## src/rtl/run_pkg.sv

```systemverilog
`default_nettype none
// ---------------------------------------------------------------------------
// run_pkg : shared run-controller state encoding and bus widths
// Revision: 1.0
// ---------------------------------------------------------------------------
package run_pkg;

    localparam int ADDR_W     = 8;
    localparam int DATA_W     = 8;
    localparam int CW_DEFAULT = 16;

    typedef enum logic [1:0] {
        IDLE     = 2'd0,
        CORE_RST = 2'd1,
        RUN      = 2'd2,
        DONE     = 2'd3
    } run_state_t;

endpackage
`default_nettype wire

```

## src/rtl/run_ctrl_if.sv

```systemverilog
`default_nettype none
// ---------------------------------------------------------------------------
// run_ctrl_if : core, host, data-memory and status signals of the run controller
// Revision: 1.0
// ---------------------------------------------------------------------------
interface run_ctrl_if
    import run_pkg::*;
#(
    parameter int CW = CW_DEFAULT
) ();

    logic              start;
    logic              abort;
    logic              core_done;
    logic              core_en;
    logic              core_reset;
    logic              core_wr_en;
    logic [ADDR_W-1:0] core_addr;
    logic [DATA_W-1:0] core_wdata;
    logic [DATA_W-1:0] core_rdata;
    logic              host_req;
    logic              host_we;
    logic [ADDR_W-1:0] host_addr;
    logic [DATA_W-1:0] host_wdata;
    logic              host_gnt;
    logic              host_rvalid;
    logic [DATA_W-1:0] host_rdata;
    logic              mem_wr_en;
    logic [ADDR_W-1:0] mem_addr;
    logic [DATA_W-1:0] mem_wdata;
    logic [DATA_W-1:0] mem_rdata;
    logic              busy;
    logic              finished;
    logic              timed_out;
    logic [CW-1:0]     cycle_cnt;

    modport slave (
        input  start, abort, core_done, core_wr_en, core_addr, core_wdata,
               host_req, host_we, host_addr, host_wdata, mem_rdata,
        output core_en, core_reset, core_rdata, host_gnt, host_rvalid, host_rdata,
               mem_wr_en, mem_addr, mem_wdata, busy, finished, timed_out, cycle_cnt
    );

    modport master (
        output start, abort, core_done, core_wr_en, core_addr, core_wdata,
               host_req, host_we, host_addr, host_wdata, mem_rdata,
        input  core_en, core_reset, core_rdata, host_gnt, host_rvalid, host_rdata,
               mem_wr_en, mem_addr, mem_wdata, busy, finished, timed_out, cycle_cnt
    );

endinterface
`default_nettype wire

```

## src/rtl/sat_counter.sv

```systemverilog
`default_nettype none
// ---------------------------------------------------------------------------
// sat_counter : up-counter with synchronous clear that sticks at all-ones
// Revision: 1.0
// ---------------------------------------------------------------------------
module sat_counter #(
    parameter int W = 16
) (
    input  wire logic         clk,
    input  wire logic         reset,
    input  wire logic         clear,
    input  wire logic         enable,
    output logic [W-1:0]      count
);

    logic [W-1:0] r_count;

    always_ff @(posedge clk) begin
        if (reset || clear) begin
            r_count <= '0;
        end else if (enable && (r_count != '1)) begin
            r_count <= r_count + 1'b1;
        end
    end

    assign count = r_count;

endmodule
`default_nettype wire

```

## src/rtl/run_ctrl.sv

```systemverilog
`default_nettype none
// ---------------------------------------------------------------------------
// run_ctrl : launches/stops core program runs and arbitrates data memory with a host
// Revision: 1.0
// ---------------------------------------------------------------------------
module run_ctrl
    import run_pkg::*;
#(
    parameter int            CW      = CW_DEFAULT,
    parameter logic [CW-1:0] TIMEOUT = 16'd4000
) (
    input  wire logic clk,
    input  wire logic reset,
    run_ctrl_if.slave bus
);

    run_state_t    r_state;
    run_state_t    w_next;
    logic          r_timed_out;
    logic          r_host_rvalid;
    logic [DATA_W-1:0] r_host_rdata;
    logic [CW-1:0] w_cnt;
    logic          w_in_run;
    logic          w_host_side;
    logic          w_timeout;
    logic          w_core_en;
    logic          w_gnt;
    logic          w_cnt_clr;

    assign w_in_run    = (r_state == RUN);
    assign w_host_side = (r_state == IDLE) || (r_state == DONE);
    assign w_timeout   = (w_cnt == TIMEOUT - 1'b1);
    assign w_cnt_clr   = (r_state == CORE_RST);

    // Gating with reset keeps the core frozen and blocks any memory write in the reset cycle.
    assign w_core_en = w_in_run && !reset;
    assign w_gnt     = bus.host_req && w_host_side && !reset;

    always_comb begin
        w_next = r_state;
        case (r_state)
            IDLE:     if (bus.start) w_next = CORE_RST;
            CORE_RST: w_next = RUN;
            RUN:      if (bus.core_done || bus.abort || w_timeout) w_next = DONE;
            DONE:     if (bus.start) w_next = CORE_RST;
            default:  w_next = IDLE;
        endcase
    end

    always_ff @(posedge clk) begin
        if (reset) begin
            r_state <= IDLE;
        end else begin
            r_state <= w_next;
        end
    end

    // Only a timeout with neither core_done nor abort present counts as timed out.
    always_ff @(posedge clk) begin
        if (reset) begin
            r_timed_out <= 1'b0;
        end else if (r_state == CORE_RST) begin
            r_timed_out <= 1'b0;
        end else if (w_in_run && w_timeout && !bus.core_done && !bus.abort) begin
            r_timed_out <= 1'b1;
        end
    end

    always_ff @(posedge clk) begin
        if (reset) begin
            r_host_rvalid <= 1'b0;
            r_host_rdata  <= '0;
        end else begin
            r_host_rvalid <= w_gnt && !bus.host_we;
            if (w_gnt && !bus.host_we) begin
                r_host_rdata <= bus.mem_rdata;
            end
        end
    end

    sat_counter #(
        .W      (CW)
    ) u_cycle_cnt (
        .clk    (clk),
        .reset  (reset),
        .clear  (w_cnt_clr),
        .enable (w_in_run),
        .count  (w_cnt)
    );

    always_comb begin
        bus.mem_addr  = bus.host_addr;
        bus.mem_wdata = bus.host_wdata;
        bus.mem_wr_en = bus.host_req && bus.host_we && w_gnt;
        if (w_in_run) begin
            bus.mem_addr  = bus.core_addr;
            bus.mem_wdata = bus.core_wdata;
            bus.mem_wr_en = bus.core_wr_en && w_core_en;
        end
    end

    assign bus.core_rdata  = bus.mem_rdata;
    assign bus.core_en     = w_core_en;
    assign bus.core_reset  = (r_state == IDLE) || (r_state == CORE_RST);
    assign bus.host_gnt    = w_gnt;
    assign bus.host_rvalid = r_host_rvalid;
    assign bus.host_rdata  = r_host_rdata;
    assign bus.busy        = (r_state == CORE_RST) || w_in_run;
    assign bus.finished    = (r_state == DONE);
    assign bus.timed_out   = r_timed_out;
    assign bus.cycle_cnt   = w_cnt;

endmodule
`default_nettype wire

```

## src/flat_wrapper.sv

```systemverilog
// flat-port wrapper written by rule: the top's interface ports become plain ports
module run_ctrl_flat import run_pkg::*;
#(
    parameter int            CW      = CW_DEFAULT,
    parameter logic [CW-1:0] TIMEOUT = 16'd4000
)
  (clk, reset, bus_start, bus_abort, bus_core_done, bus_core_wr_en, bus_core_addr, bus_core_wdata, bus_host_req, bus_host_we, bus_host_addr, bus_host_wdata, bus_mem_rdata, bus_core_en, bus_core_reset, bus_core_rdata, bus_host_gnt, bus_host_rvalid, bus_host_rdata, bus_mem_wr_en, bus_mem_addr, bus_mem_wdata, bus_busy, bus_finished, bus_timed_out, bus_cycle_cnt);
  run_ctrl_if #(.CW(CW)) bus_i ();
  input  wire logic clk;
  input  wire logic reset;
  input wire logic [$bits(bus_i.start)-1:0] bus_start;
  input wire logic [$bits(bus_i.abort)-1:0] bus_abort;
  input wire logic [$bits(bus_i.core_done)-1:0] bus_core_done;
  input wire logic [$bits(bus_i.core_wr_en)-1:0] bus_core_wr_en;
  input wire logic [$bits(bus_i.core_addr)-1:0] bus_core_addr;
  input wire logic [$bits(bus_i.core_wdata)-1:0] bus_core_wdata;
  input wire logic [$bits(bus_i.host_req)-1:0] bus_host_req;
  input wire logic [$bits(bus_i.host_we)-1:0] bus_host_we;
  input wire logic [$bits(bus_i.host_addr)-1:0] bus_host_addr;
  input wire logic [$bits(bus_i.host_wdata)-1:0] bus_host_wdata;
  input wire logic [$bits(bus_i.mem_rdata)-1:0] bus_mem_rdata;
  output wire logic [$bits(bus_i.core_en)-1:0] bus_core_en;
  output wire logic [$bits(bus_i.core_reset)-1:0] bus_core_reset;
  output wire logic [$bits(bus_i.core_rdata)-1:0] bus_core_rdata;
  output wire logic [$bits(bus_i.host_gnt)-1:0] bus_host_gnt;
  output wire logic [$bits(bus_i.host_rvalid)-1:0] bus_host_rvalid;
  output wire logic [$bits(bus_i.host_rdata)-1:0] bus_host_rdata;
  output wire logic [$bits(bus_i.mem_wr_en)-1:0] bus_mem_wr_en;
  output wire logic [$bits(bus_i.mem_addr)-1:0] bus_mem_addr;
  output wire logic [$bits(bus_i.mem_wdata)-1:0] bus_mem_wdata;
  output wire logic [$bits(bus_i.busy)-1:0] bus_busy;
  output wire logic [$bits(bus_i.finished)-1:0] bus_finished;
  output wire logic [$bits(bus_i.timed_out)-1:0] bus_timed_out;
  output wire logic [$bits(bus_i.cycle_cnt)-1:0] bus_cycle_cnt;
  assign bus_i.start = bus_start;
  assign bus_i.abort = bus_abort;
  assign bus_i.core_done = bus_core_done;
  assign bus_i.core_wr_en = bus_core_wr_en;
  assign bus_i.core_addr = bus_core_addr;
  assign bus_i.core_wdata = bus_core_wdata;
  assign bus_i.host_req = bus_host_req;
  assign bus_i.host_we = bus_host_we;
  assign bus_i.host_addr = bus_host_addr;
  assign bus_i.host_wdata = bus_host_wdata;
  assign bus_i.mem_rdata = bus_mem_rdata;
  assign bus_core_en = bus_i.core_en;
  assign bus_core_reset = bus_i.core_reset;
  assign bus_core_rdata = bus_i.core_rdata;
  assign bus_host_gnt = bus_i.host_gnt;
  assign bus_host_rvalid = bus_i.host_rvalid;
  assign bus_host_rdata = bus_i.host_rdata;
  assign bus_mem_wr_en = bus_i.mem_wr_en;
  assign bus_mem_addr = bus_i.mem_addr;
  assign bus_mem_wdata = bus_i.mem_wdata;
  assign bus_busy = bus_i.busy;
  assign bus_finished = bus_i.finished;
  assign bus_timed_out = bus_i.timed_out;
  assign bus_cycle_cnt = bus_i.cycle_cnt;
  run_ctrl #(.CW(CW), .TIMEOUT(TIMEOUT)) u_core (.clk(clk), .reset(reset), .bus(bus_i));
endmodule
```

## config.mk

```make
export PLATFORM = sky130hd
export DESIGN_NAME = run_ctrl_flat
export DESIGN_NICKNAME = d
export VERILOG_FILES = /design/src/rtl/run_pkg.sv /design/src/rtl/run_ctrl_if.sv /design/src/rtl/sat_counter.sv /design/src/rtl/run_ctrl.sv /design/src/flat_wrapper.sv
export SDC_FILE = /design/constraint.sdc
export NUM_CORES = 1
export LEC_CHECK = 0
export BUFFER_PORTS_ARGS = -buffer_cell sky130_fd_sc_hd__buf_2
export CAP_MARGIN = 20
export CORE_MARGIN = 4
export CORE_UTILIZATION = 43
export DETAILED_ROUTE_END_ITERATION = 8
export GPL_TIMING_DRIVEN = 0
export HOLD_SLACK_MARGIN = 0.05
export PLACE_DENSITY = 0.81
export SYNTH_ARGS = -nofsm -noshare
export SYNTH_HDL_FRONTEND = slang
export SYNTH_SLANG_ARGS = --single-unit
```

## constraint.sdc

```tcl
create_clock -name clk -period 2.74 [get_ports clk]
set_clock_uncertainty 0.05 [all_clocks]
set_input_delay 0 -clock clk [delete_from_list [all_inputs] [get_ports clk]]
set_output_delay 0 -clock clk [all_outputs]
set_load 0.05 [all_outputs]
```

## After elaboration in Yosys (flattened, before gate mapping)

Cells that the tools add are included.

| cells by class | value |
|---|---|
| equal/unequal tests | 7 |
| reduce and logical (&&, ||, !) cells | 25 |
| add/sub/neg operators | 1 |
| muxes and demuxes | 6 |

Operators by type and width:

| kind | number |
|---|---|
| adder 16 x 1 -> 16 bit (second input constant) | 1 |
| == test 16 x 12 -> 1 bit (second input constant) | 1 |
| two-way mux 8 bit | 2 |
| != test 16 bit (second input constant) | 1 |
| logical AND 1 bit | 11 |
| logical OR 1 bit | 6 |
| one-hot mux 2 bit (3 select lines) | 1 |
| == test 2 bit (second input constant) | 2 |
| logical NOT 1 bit | 4 |
| two-way mux 2 bit | 2 |
| != test 2 x 1 -> 1 bit (second input constant) | 2 |
| OR reduction 2 bit | 2 |
| == test 2 x 1 -> 1 bit (second input constant) | 1 |
| logical NOT 2 bit | 1 |
| AND reduction 2 bit | 1 |
| two-way mux 1 bit | 1 |

| word-level totals | value |
|---|---|
| bits of input ports | 48 |
| output and inout bits | 56 |
| flip-flop bits (word level) | 28 |

## Depth between registers and ports, before layout

Gate-level depths: netlist of the first run.

| depth | value |
|---|---|
| depth after elaboration | 6 |
| depth in mapped cells | 8 |

## Hierarchy

A second synthesis of the first run with hierarchy kept.

| second synthesis, totals | value |
|---|---|
| cell total of the unflattened synthesis | 193 |
| area, all modules | 1719.1 µm² |

Modules (own cells, without submodules):

| module | area an instance (µm²) | cells each | instances |
|---|---|---|---|
| run_ctrl | 872.1 | 98 | 1 |
| sat_counter | 847.1 | 95 | 1 |

## Least setup slack after synthesis of the first run

No wires, ideal clock.

| timing | value |
|---|---|
| path type | reg-to-reg |
| start | register u_core.r_state[0] |
| end | register u_core.r_host_rdata[0], in the netlist u_core.bus.host_rdata[0] |
| period minus slack after synthesis | 3.069 ns |
| setup slack | -0.329 ns |
| stages on the path, launching flop included | 9 |
| data required time | 2.620 ns |
| data arrival time | 2.948 ns |
| path buffers | 1 |
| cells stage by stage | dfxtp_1 > inv_1 > ha_1 > nor3b_1 > nand2b_1 > clkbuf_1 > clkinv_1 > nand2_1 > a21oi_1 |

| on the way | value |
|---|---|
| cells in the longest elaborated chain, start to end | 5 |
| elaborated cells on any way between the ends | 6 |
| those cells by class | eq/ne: 1; reduce/logical: 5 |

Ends and longest elaborated chain:

| item | line | RTL |
|---|---|---|
| start, declared | run_ctrl.sv:17 | `run_state_t r_state;` |
| start signal, assigned | run_ctrl.sv:54 | `r_state <= w_next;` |
| == test 2 bit or logical NOT 2 bit (tied branches) | run_ctrl.sv:31 | `assign w_host_side = (r_state == IDLE) \|\| (r_state == DONE);` |
| logical OR 1 bit (*) | run_ctrl.sv:31 |  |
| logical AND 1 bit (*) (2 in series) | run_ctrl.sv:37 | `assign w_gnt = bus.host_req && w_host_side && !reset;` |
| via bus_host_gnt | flat_wrapper.sv:25 | `output wire logic [$bits(bus_i.host_gnt)-1:0] bus_host_gnt;` |
| logical AND 1 bit (*) | run_ctrl.sv:75 | `if (w_gnt && !bus.host_we) begin` |
| end signal, assigned | run_ctrl.sv:76 | `r_host_rdata <= bus.mem_rdata;` |
| end, declared | run_ctrl.sv:21 | `logic [DATA_W-1:0] r_host_rdata;` |

The timed path passes the listed nets; every way through them passes the cells marked *.
A chain may end at the register's enable or synchronous reset.

## Final worst setup path of the first run

| timing | value |
|---|---|
| start | register u_core.r_state[0] |
| end | output bus_mem_addr[5] |

| on the way | value |
|---|---|
| cells in the longest elaborated chain, start to end | 2 |

Ends and longest elaborated chain:

| item | line | RTL |
|---|---|---|
| == test 2 bit | run_ctrl.sv:30 | `assign w_in_run = (r_state == RUN);` |
| two-way mux 8 bit | run_ctrl.sv:95 | `if (w_in_run) begin` |
| end, declared | flat_wrapper.sv:29 | `output wire logic [$bits(bus_i.mem_addr)-1:0] bus_mem_addr;` |

Every way passes these cells.

==> results of run 1 <==
[cell families (layout without fill, tap and decap cells)]
family / count (synthesis) / in the layout / share of synthesized area
fa+ha+maj: 6 / 6 / 0.04542
compound gates: 38 / 38 / 0.1438
xor+xnor: 1 / 1 / 0.005300
simple gates: 82 / 82 / 0.2725
mux: 19 / 19 / 0.1272
buf+inv: 21 / 135 / 0.06661
flops: 28 / 28 / 0.3391
[sequential cells by signal, summed over array words and instances, names as in the netlist]
name                      flops
u_core.bus.host_rvalid        1
u_core.r_state                2
u_core.u_cycle_cnt.count     16
u_core.bus.timed_out          1
u_core.bus.host_rdata         8
[worst min path at each step]
stage,from,to,cells past startpoint
CTS,reset,u_core.u_cycle_cnt.count[15]$_SDFFE_PP0P_,3
detailed placement,bus_mem_rdata[7],u_core.bus.host_rdata[7]$_SDFFE_PP0P_,3
global route,reset,u_core.u_cycle_cnt.count[15]$_SDFFE_PP0P_,3
finish,reset,u_core.u_cycle_cnt.count[15]$_SDFFE_PP0P_,3
floorplan,bus_mem_rdata[0],u_core.bus.host_rdata[0]$_SDFFE_PP0P_,2
global placement,bus_mem_rdata[1],u_core.bus.host_rdata[1]$_SDFFE_PP0P_,3
[cell usage after synthesis (3+ instances only)]
| library cell | n | area [um2] |
|---|---|---|
| a21oi_1 | 16 | 80.08 |
| inv_1 | 5 | 18.77 |
| dfxtp_1 | 28 | 560.5 |
| nand3_1 | 5 | 25.02 |
| or3_1 | 8 | 50.05 |
| buf_4 | 8 | 60.06 |
| mux2_2 | 16 | 180.2 |
| ha_1 | 6 | 75.07 |
| o31ai_1 | 4 | 30.03 |
| o21ai_0 | 8 | 40.04 |
| nor2_1 | 8 | 30.03 |
| clkbuf_1 | 4 | 15.01 |
| nand4_1 | 8 | 50.05 |
| mux2i_1 | 3 | 30.03 |
| nor4_1 | 5 | 31.28 |
| nor3_1 | 4 | 20.02 |
| or4_1 | 6 | 45.04 |
| or2_2 | 4 | 25.02 |
| nand2_1 | 27 | 101.4 |
[layout make-up]
type                    count  area (um2)
fillers                   350        1323
multi-input cells         146       993.5
repair buffers            111       600.6
flip-flops and latches     28       560.5
plain buffers              15       87.58
well taps                  48       60.06
clock buffers               3       41.29
inverters                   6       22.52
[critical path, stage by stage, from the launching register on]
cell and delay, ps:
dfxtp_1 360, inv_1 170, ha_1 260, buf_1 390, buf_1 450, mux2_2 390
buf_2 210
[cells in the final DEF (no fill, tap or decap), drive strengths merged, types with 4 or more instances in the layout]
cell type	n
buf	113
dfxtp	28
nand2	27
mux2	16
a21oi	16
dlygate4sd3	9
nor2	8
nand4	8
or3	8
o21ai	8
or4	7
clkbuf	7
ha	6
inv	5
nand3	5
nor4	5
or2	4
o31ai	4
nor3	4
[timing repair]
item	in CTS	in global routing
gates resized for setup	0	1
endpoints found under the setup margin	0	3
hold buffers	9	0
endpoints found under the hold margin	9	0
[per-stage QoR]
| step | cells | cell area, um2 |
|---|---|---|
| final | 357 | 2366 |
| after global routing | 357 | 2366 |
| after CTS | 357 | 2360 |
| after detailed placement | 345 | 2228 |
| after global placement | 345 | 2228 |
| after floorplan | 195 | 1658 |
[power by group]
group	internal, mW	switching, mW
sequential	0.438	0.0288
clock	0.0985	0.119
combinational	0.280	0.676
total	0.816	0.824
[layer usage]
layer,global-route usage,routed length (um),part of all wire
met1,0.2151,1783,0.37
met2,0.3631,2510,0.52
met3,0.03022,432,0.090
met4,0.06809,94,0.020
met5,0,0,0
==> flow_summary.ini, run 1 <==
[run_status]
status = finished clean

[floorplan]
die_area_um2 = 4900
start_util = 0.4481
die_w_um = 70
num_rows = 22
core_um2 = 3689
die_height_um = 70
io_pins = 104

[placement]
dp_hpwl_um = 3707
portBuffers = 102
place_ws_ps = 236.7
gp_congestion = 0.7688

[layout]
layout.nets = 365
drive_gt1_frac = 0.4595
synthToLayoutAreaGrowth_pct = 43.15
final_util = 0.6415
antenna_cells = 0

[synth]
yosys_warnings = 0
synth_cells = 195
synth_area_per_cell_um2 = 8.476
ys_types = 36
synth_top_flop_cell = dfxtp_1
synth_nets = 249
ys_ff_latch = 28
syn_area_um2 = 1653
ys_seq_area_frac = 0.3391
async_reset_ff_frac = 0
synth_edf_count = 0

[clock_tree]
cts.clk_slew.worst_paths_ps = 90
root_buffer = clkbuf_8
cts_made_buffers = 3
cts.path.max_buffers = 2
cts_tree = built
postCtsSetupBuffers = 0
cts_max_level = 1
insertion_delay_ps = 270
cts.sinks = 28

[timing]
whs_ps = 116.5
fin_setup_tns_ps = 0
max_slew.worst_pin.slew_ps = 640.9
setup_violations = 0
slew_headroom = 0.5695
clock.fmax_ghz = 0.3928
fin_ws_ps = 194.1
hold_violations = 0
maxSlewViolCount = 0
rsz0062_at_grt = false
finalCriticalPeriod_ps = 2546
min_period_over_period = 0.9292

[grt]
grt_max_degree = 15
grt_overflow_total = 0
antenna_found_initial = 0
grt_usage = 0.1925
grt_pass1_vias = 1909
grt_pass1_wl_um = 7990

[drt]
routed_wl_um = 4820
ant_nets = 0
drc = 0
drtIter0Drc = 101
wl_per_cell_um = 13.50
dr.pass1.iters = 4
vias = 1908
viasPerCell = 5.345

[setup_path]
rrSetupSlack_ps = 240
critPathArrivalTime_ps = 2500
crit_path_max_fanout = 10
end_kind = output pin
path_class = reg2out
critPathLaunchType = flip-flop
required_ps = 2690
reg2reg_to = u_core.r_state[0]$_SDFFE_PP0P_
crit_path_end = bus_mem_addr[5]
crit_start = u_core.r_state[0]$_SDFFE_PP0P_
r2r-start = u_core.u_cycle_cnt.count[0]$_SDFFE_PP0P_
rr_worst_depth = 5

[hold_path]
hold_class = in2reg

[pwr]
power.total_mw = 1.640
p_per_area_nw_per_um2 = 693.2
leakage_nw = 1.048
ir_worst_vdd_uv = 405.3

[job]
cap_viol_max_count = 0
Power figures use the tool's default switching activity.
==> run 2: changes to the inputs <==
--- a/config.mk
+++ b/config.mk
@@ -5,14 +5,14 @@
 export SDC_FILE = /design/constraint.sdc
 export NUM_CORES = 1
 export LEC_CHECK = 0
-export BUFFER_PORTS_ARGS = -buffer_cell sky130_fd_sc_hd__buf_2
 export CAP_MARGIN = 20
 export CORE_MARGIN = 4
-export CORE_UTILIZATION = 43
+export CORE_UTILIZATION = 60
 export DETAILED_ROUTE_END_ITERATION = 8
+export DONT_BUFFER_PORTS = 1
 export GPL_TIMING_DRIVEN = 0
 export HOLD_SLACK_MARGIN = 0.05
-export PLACE_DENSITY = 0.81
+export PLACE_DENSITY = 0.76
 export SYNTH_ARGS = -nofsm -noshare
 export SYNTH_HDL_FRONTEND = slang
 export SYNTH_SLANG_ARGS = --single-unit
==> run 2 against run 1 <==
Sequential share of layout area up 6.1 points. Critical path depth fell by 2. Die area shrank 25%. Count of clock-buffer cells in the layout is 1 higher. Fmax decreased by 0.97%.
==> flow_summary.ini, run 2 (synthesis results as in run 1) <==
[layout]
drive_gt1_frac = 0.2300
final_util = 0.7439
mostFrequentLayoutCells = nand2_1 (27), dfxtp_1 (26), mux2_2 (16), a21oi_1 (16)
final_common_cell = nand2_1
final-instance-count-excl-fill = 244
largest_reg_flops = 16
layout.nets = 268
n_fill_cell = 203
synthToLayoutAreaGrowth_pct = 14.53

[timing]
min_period_over_period = 0.9383
clock.fmax_ghz = 0.3890
fin_setup_tns_ps = 0
fin_ws_ps = 169.0
setup_violations = 0
hold_violations = 0
slew_headroom = 0.5177
maxSlewViolCount = 0
finalCriticalPeriod_ps = 2571
rsz0062_at_grt = false
max_slew.worst_pin.slew_ps = 722.4

[clock_tree]
cts_tree = built
root_buffer = clkbuf_4
cts.clk_slew.worst_paths_ps = 140
insertion_delay_ps = 330
cts.sinks = 28
cts_max_level = 1
cts_made_buffers = 3
cts.path.max_buffers = 2

[setup_path]
critPathArrivalTime_ps = 2750
required_ps = 2920
rrSetupSlack_ps = 170
crit_path_max_fanout = 7
r2r-start = u_core.u_cycle_cnt.count[8]$_SDFFE_PP0P_
critPathLaunchType = flip-flop
rr_worst_depth = 4
reg2reg_to = u_core.r_state[0]$_SDFFE_PP0P_
end_kind = flip-flop
path_class = reg2reg

[hold_path]
hold_class = in2reg
whs_path_depth = 3
min_from = reset
whs_endpoint = u_core.u_cycle_cnt.count[15]$_SDFFE_PP0P_

[placement]
portBuffers = 0
dp_hpwl_um = 3492
place_ws_ps = -170.0
dp.cells = 225
gp_congestion = 0.8556

[drt]
highest_layer = met4
m1WireLength_um = 1598
wl_per_cell_um = 18.55
dr.pass1.iters = 6
routed_wl_um = 4525
drtIter0Drc = 79
wl_met2_um = 2402
viasPerCell = 6.426
vias = 1568
ant_nets = 0
dr_wl_met3_um = 463
drc = 0

[grt]
grt_pass1_wl_um = 6762
antenna_found_initial = 1
grt_overflow_total = 0
grt_max_degree = 16
grt_pass1_vias = 1506
grt_usage = 0.2423

[floorplan]
start_util = 0.6495
core_um2 = 2545
io_pins = 104
die_area_um2 = 3658
num_rows = 18
die_height_um = 60.49
die_w_um = 60.49

[pwr]
pwr-share-clk = 0.130
sw_frac_of_total = 0.5285
seqPwrFrac = 0.344
p_comb_frac = 0.526
switchingPower_mw = 0.8158
p_int_mw = 0.7279
p_per_area_nw_per_um2 = 815.4
ir_worst_vdd_uv = 856.8
leakage_nw = 0.6252

[job]
cap_viol_max_count = 0

[run_status]
status = finished clean
-- run 2: layer usage --
layer / up-vias / GRT usage
met1: 726 / 0.2542
met3: 6 / 0.08298
li1: 745 / -
met5: - / 0
met2: 91 / 0.4398
met4: 0 / 0.1022
-- run 2: final cells by class --
class / instances / area, um2 / share of cell area
Timing Repair Buffer: 14 / 132.6 / 0.07006
Inverter: 6 / 22.52 / 0.01190
Antenna cell: 1 / 2.502 / 0.001322
Sequential cell: 28 / 563.0 / 0.2974
Tap cell: 30 / 37.54 / 0.01983
Multi-Input combinational cell: 146 / 1011 / 0.5340
Clock buffer: 4 / 36.28 / 0.01917
Buffer: 15 / 87.58 / 0.04627
-- run 2: timing repair --
item / 4_1_cts / 5_1_grt
hold buffers: 11 / 0
setup endpoints to repair: 16 / 10
pin swaps: 0 / 1
resized for setup: 6 / 2
hold endpoints to repair: 11 / 0
setup buffers: 0 / 3
-- run 2: worst max path at each step --
stage | start | endpoint | slack (ps) | cells past startpoint
2_1_floorplan | u_core.u_cycle_cnt.count[0]$_SDFFE_PP0P_ | u_core.r_state[0]$_SDFFE_PP0P_ | 150 | 5
3_3_place_gp | u_core.u_cycle_cnt.count[0]$_SDFFE_PP0P_ | u_core.u_cycle_cnt.count[6]$_SDFFE_PP0P_ | -110 | 5
3_5_place_dp | u_core.u_cycle_cnt.count[0]$_SDFFE_PP0P_ | u_core.u_cycle_cnt.count[6]$_SDFFE_PP0P_ | -170 | 5
4_1_cts | u_core.r_state[0]$_SDFFE_PP0P_ | bus_mem_wr_en | 20 | 6
5_1_grt | u_core.r_state[0]$_SDFFE_PP0P_ | bus_mem_wr_en | 50 | 6
6_report | u_core.u_cycle_cnt.count[8]$_SDFFE_PP0P_ | u_core.r_state[0]$_SDFFE_PP0P_ | 170 | 4
-- run 2: critical path: stages, from the launching register on --
cell     delay (ps)
dfxtp_1         770
nand4_1         460
or4_4           680
nor4b_4         150
or3_1           360
-- run 2: per-stage QoR --
step                hold slack (ps)  power [mW]  instance area (um2)
global placement              87.84       1.297                 1695
detailed placement            95.52       1.315                 1695
CTS                           57.83       1.539                 1861
global route                  83.08       1.609                 1893
floorplan                     86.05       1.230                 1658
finish                        61.51       1.544                 1893
-- run 2: power by group through the flow --
stage | registers (mW) | clock network (mW) | logic, mW
CTS | 0.532 | 0.205 | 0.803
global route | 0.537 | 0.221 | 0.852
global placement | 0.537 | 0 | 0.760
floorplan | 0.530 | 0 | 0.700
detailed placement | 0.539 | 0 | 0.776
finish | 0.531 | 0.201 | 0.811
==> run 3: changes to the inputs <==
--- a/config.mk
+++ b/config.mk
@@ -5,6 +5,7 @@
 export SDC_FILE = /design/constraint.sdc
 export NUM_CORES = 1
 export LEC_CHECK = 0
+export ABC_AREA = 1
 export CAP_MARGIN = 20
 export CORE_MARGIN = 4
 export CORE_UTILIZATION = 60
==> run 3 against run 2 <==
Setup slack worse by 58 ps. Non-clock buffer count up 7. Synthesized cell count up 43%. Die area grew 6.2%. Register-to-register slack gained 30 ps. Critical path depth rose by 2. Power is 19% higher. Sequential power rose by 7.9%. Via count rose by 15%. Largest cell class unchanged.
==> flow_summary.ini, run 3 <==
[run_status]
status = finished clean

[placement]
portBuffers = 0
placed_area_um2 = 1810
gp_congestion = 0.8200
place_ws_ps = 422.2
dp_hpwl_um = 3105

[pwr]
seqPwrFrac = 0.311
sw_frac_of_total = 0.5618
leakage_nw = 0.9952
p_int_mw = 0.8062
ir_worst_vdd_uv = 870.2
switchingPower_mw = 1.033
power.total_mw = 1.840
pwr-share-clk = 0.154
p_per_area_nw_per_um2 = 879.4
p_comb_frac = 0.534

[grt]
grt_max_degree = 17
grt_pass1_wl_um = 7879
grt_pass1_vias = 1628
grt_usage = 0.2451
grt_overflow_total = 0
antenna_found_initial = 0

[hold_path]
whs_endpoint = bus_core_en
hold_class = in2out
min_from = reset
whs_path_depth = 1

[timing]
maxSlewViolCount = 0
whs_ps = 54.95
setup_violations = 0
fin_setup_tns_ps = 0
slew_headroom = 0.5531
rsz0062_at_grt = false
clock.fmax_ghz = 0.3804
max_slew.worst_pin.slew_ps = 669.4
hold_violations = 0
finalCriticalPeriod_ps = 2629
min_period_over_period = 0.9595
fin_ws_ps = 110.9

[drt]
drc = 0
ant_nets = 0
wl_per_cell_um = 14.54
viasPerCell = 5.363
dr.pass1.iters = 5
vias = 1802
routed_wl_um = 4885
drtIter0Drc = 116

[layout]
mostFrequentLayoutCells = nand2_1 (102), nor2_1 (39), dfxtp_1 (26), dlygate4sd3_1 (21), inv_1 (19)
drive_gt1_frac = 0.1377
final_common_cell = nand2_1
synthToLayoutAreaGrowth_pct = 18.08
largest_reg_flops = 16
antenna_cells = 0
layout.nets = 360
fin_area_um2 = 2092

[synth]
yosysTopAreaCell = dfxtp_1
netlist.area_leader.share = 0.3164
synth_top_flop_cell = dfxtp_1
async_reset_ff_frac = 0
ys_types = 29
ys_seq_area_frac = 0.3164
ys_ff_latch = 28
synth_nets = 333
synth_edf_count = 0
synthTopCellsByCount = nand2_1 (102), nor2_1 (40), dfxtp_1 (28)
yosys_warnings = 0
synthTopCellsByArea = dfxtp_1 (32%), nand2_1 (22%), nor2_1 (8.5%), buf_4 (4.2%), ha_1 (4.2%)
yosysMostFrequentCell = nand2_1
syn_area_um2 = 1772
synth_area_per_cell_um2 = 6.350
synth_cells = 279

[floorplan]
die_height_um = 62.34
start_util = 0.6370
die_area_um2 = 3886
core_um2 = 2781
num_rows = 19
die_w_um = 62.34
io_pins = 104

[setup_path]
crit_path_max_fanout = 5
rrSetupSlack_ps = 200
end_kind = output pin
required_ps = 2690
rr_worst_depth = 9
critPathLaunchType = flip-flop
r2r-start = u_core.r_state[0]$_SDFFE_PP0P_
critPathArrivalTime_ps = 2580
path_class = reg2out
reg2reg_to = u_core.bus.host_rdata[6]$_SDFFE_PP0P_

[clock_tree]
root_buffer = clkbuf_4
insertion_delay_ps = 350
cts_made_buffers = 3
cts.path.max_buffers = 2
cts_max_level = 1
cts.clk_slew.worst_paths_ps = 170
cts_tree = built
cts.sinks = 28
postCtsSetupBuffers = 0

[job]
cap_viol_max_count = 0
run 3: worst max-delay path by stage:
| stage | end | slack [ps] | startpoint |
|---|---|---|---|
| 2_1_floorplan | bus_mem_wr_en | 550 | u_core.r_state[0]$_SDFFE_PP0P_ |
| 3_3_place_gp | bus_mem_wr_en | 430 | u_core.r_state[0]$_SDFFE_PP0P_ |
| 3_5_place_dp | bus_mem_wr_en | 420 | u_core.r_state[0]$_SDFFE_PP0P_ |
| 4_1_cts | bus_mem_wr_en | 30 | u_core.r_state[0]$_SDFFE_PP0P_ |
| 5_1_grt | bus_mem_wr_en | 9 | u_core.r_state[0]$_SDFFE_PP0P_ |
| 6_report | bus_mem_wr_en | 110 | u_core.r_state[0]$_SDFFE_PP0P_ |
run 3: critical path: stages, from the launching register on:
cell,delay (ps)
dfxtp_1,450
inv_1,90
ha_1,530
inv_1,170
nand3_1,150
inv_1,390
a32o_2,450
run 3: layer usage:
layer  vias up  track usage  share of wire
li1        904            -              -
met1       794       0.2821           0.38
met2        90       0.4080           0.49
met5         -            0              0
met4         0       0.1034          0.029
met3        14      0.08649           0.10
run 3: timing repair:
item	4_1_cts	5_1_grt
endpoints found under the hold margin	28	0
resized for setup	0	5
setup endpoints to repair	0	11
hold buffers	22	0
run 3: final cells by class:
type	count	area, um2
Buffer	14	100.1
Timing Repair Buffer	22	222.7
Clock buffer	3	22.52
Tap cell	31	38.79
Multi-Input combinational cell	212	1021
Inverter	25	93.84
Sequential cell	28	563.0
Clock inverter	1	30.03
Fill cell	219	689.4
run 3: power by group through the flow:
stage	registers, mW	clock network [mW]	logic (mW)
global route	0.580	0.305	1.06
floorplan	0.567	0	0.831
CTS	0.570	0.280	0.966
global placement	0.578	0	0.913
detailed placement	0.579	0	0.919
finish	0.573	0.284	0.982
run 3: logic make-up after synthesis:
logic type      synth area share
buf+inv                   0.1095
xor+xnor                 0.02967
simple gates              0.4167
flops                     0.3164
compound gates           0.08545
fa+ha+maj                0.04237
run 3: per-stage QoR:
step | cells | utilization
finish | 336 | 0.7521
global route | 336 | 0.7521
CTS | 336 | 0.7490
detailed placement | 310 | 0.6509
global placement | 310 | 0.6509
floorplan | 279 | -
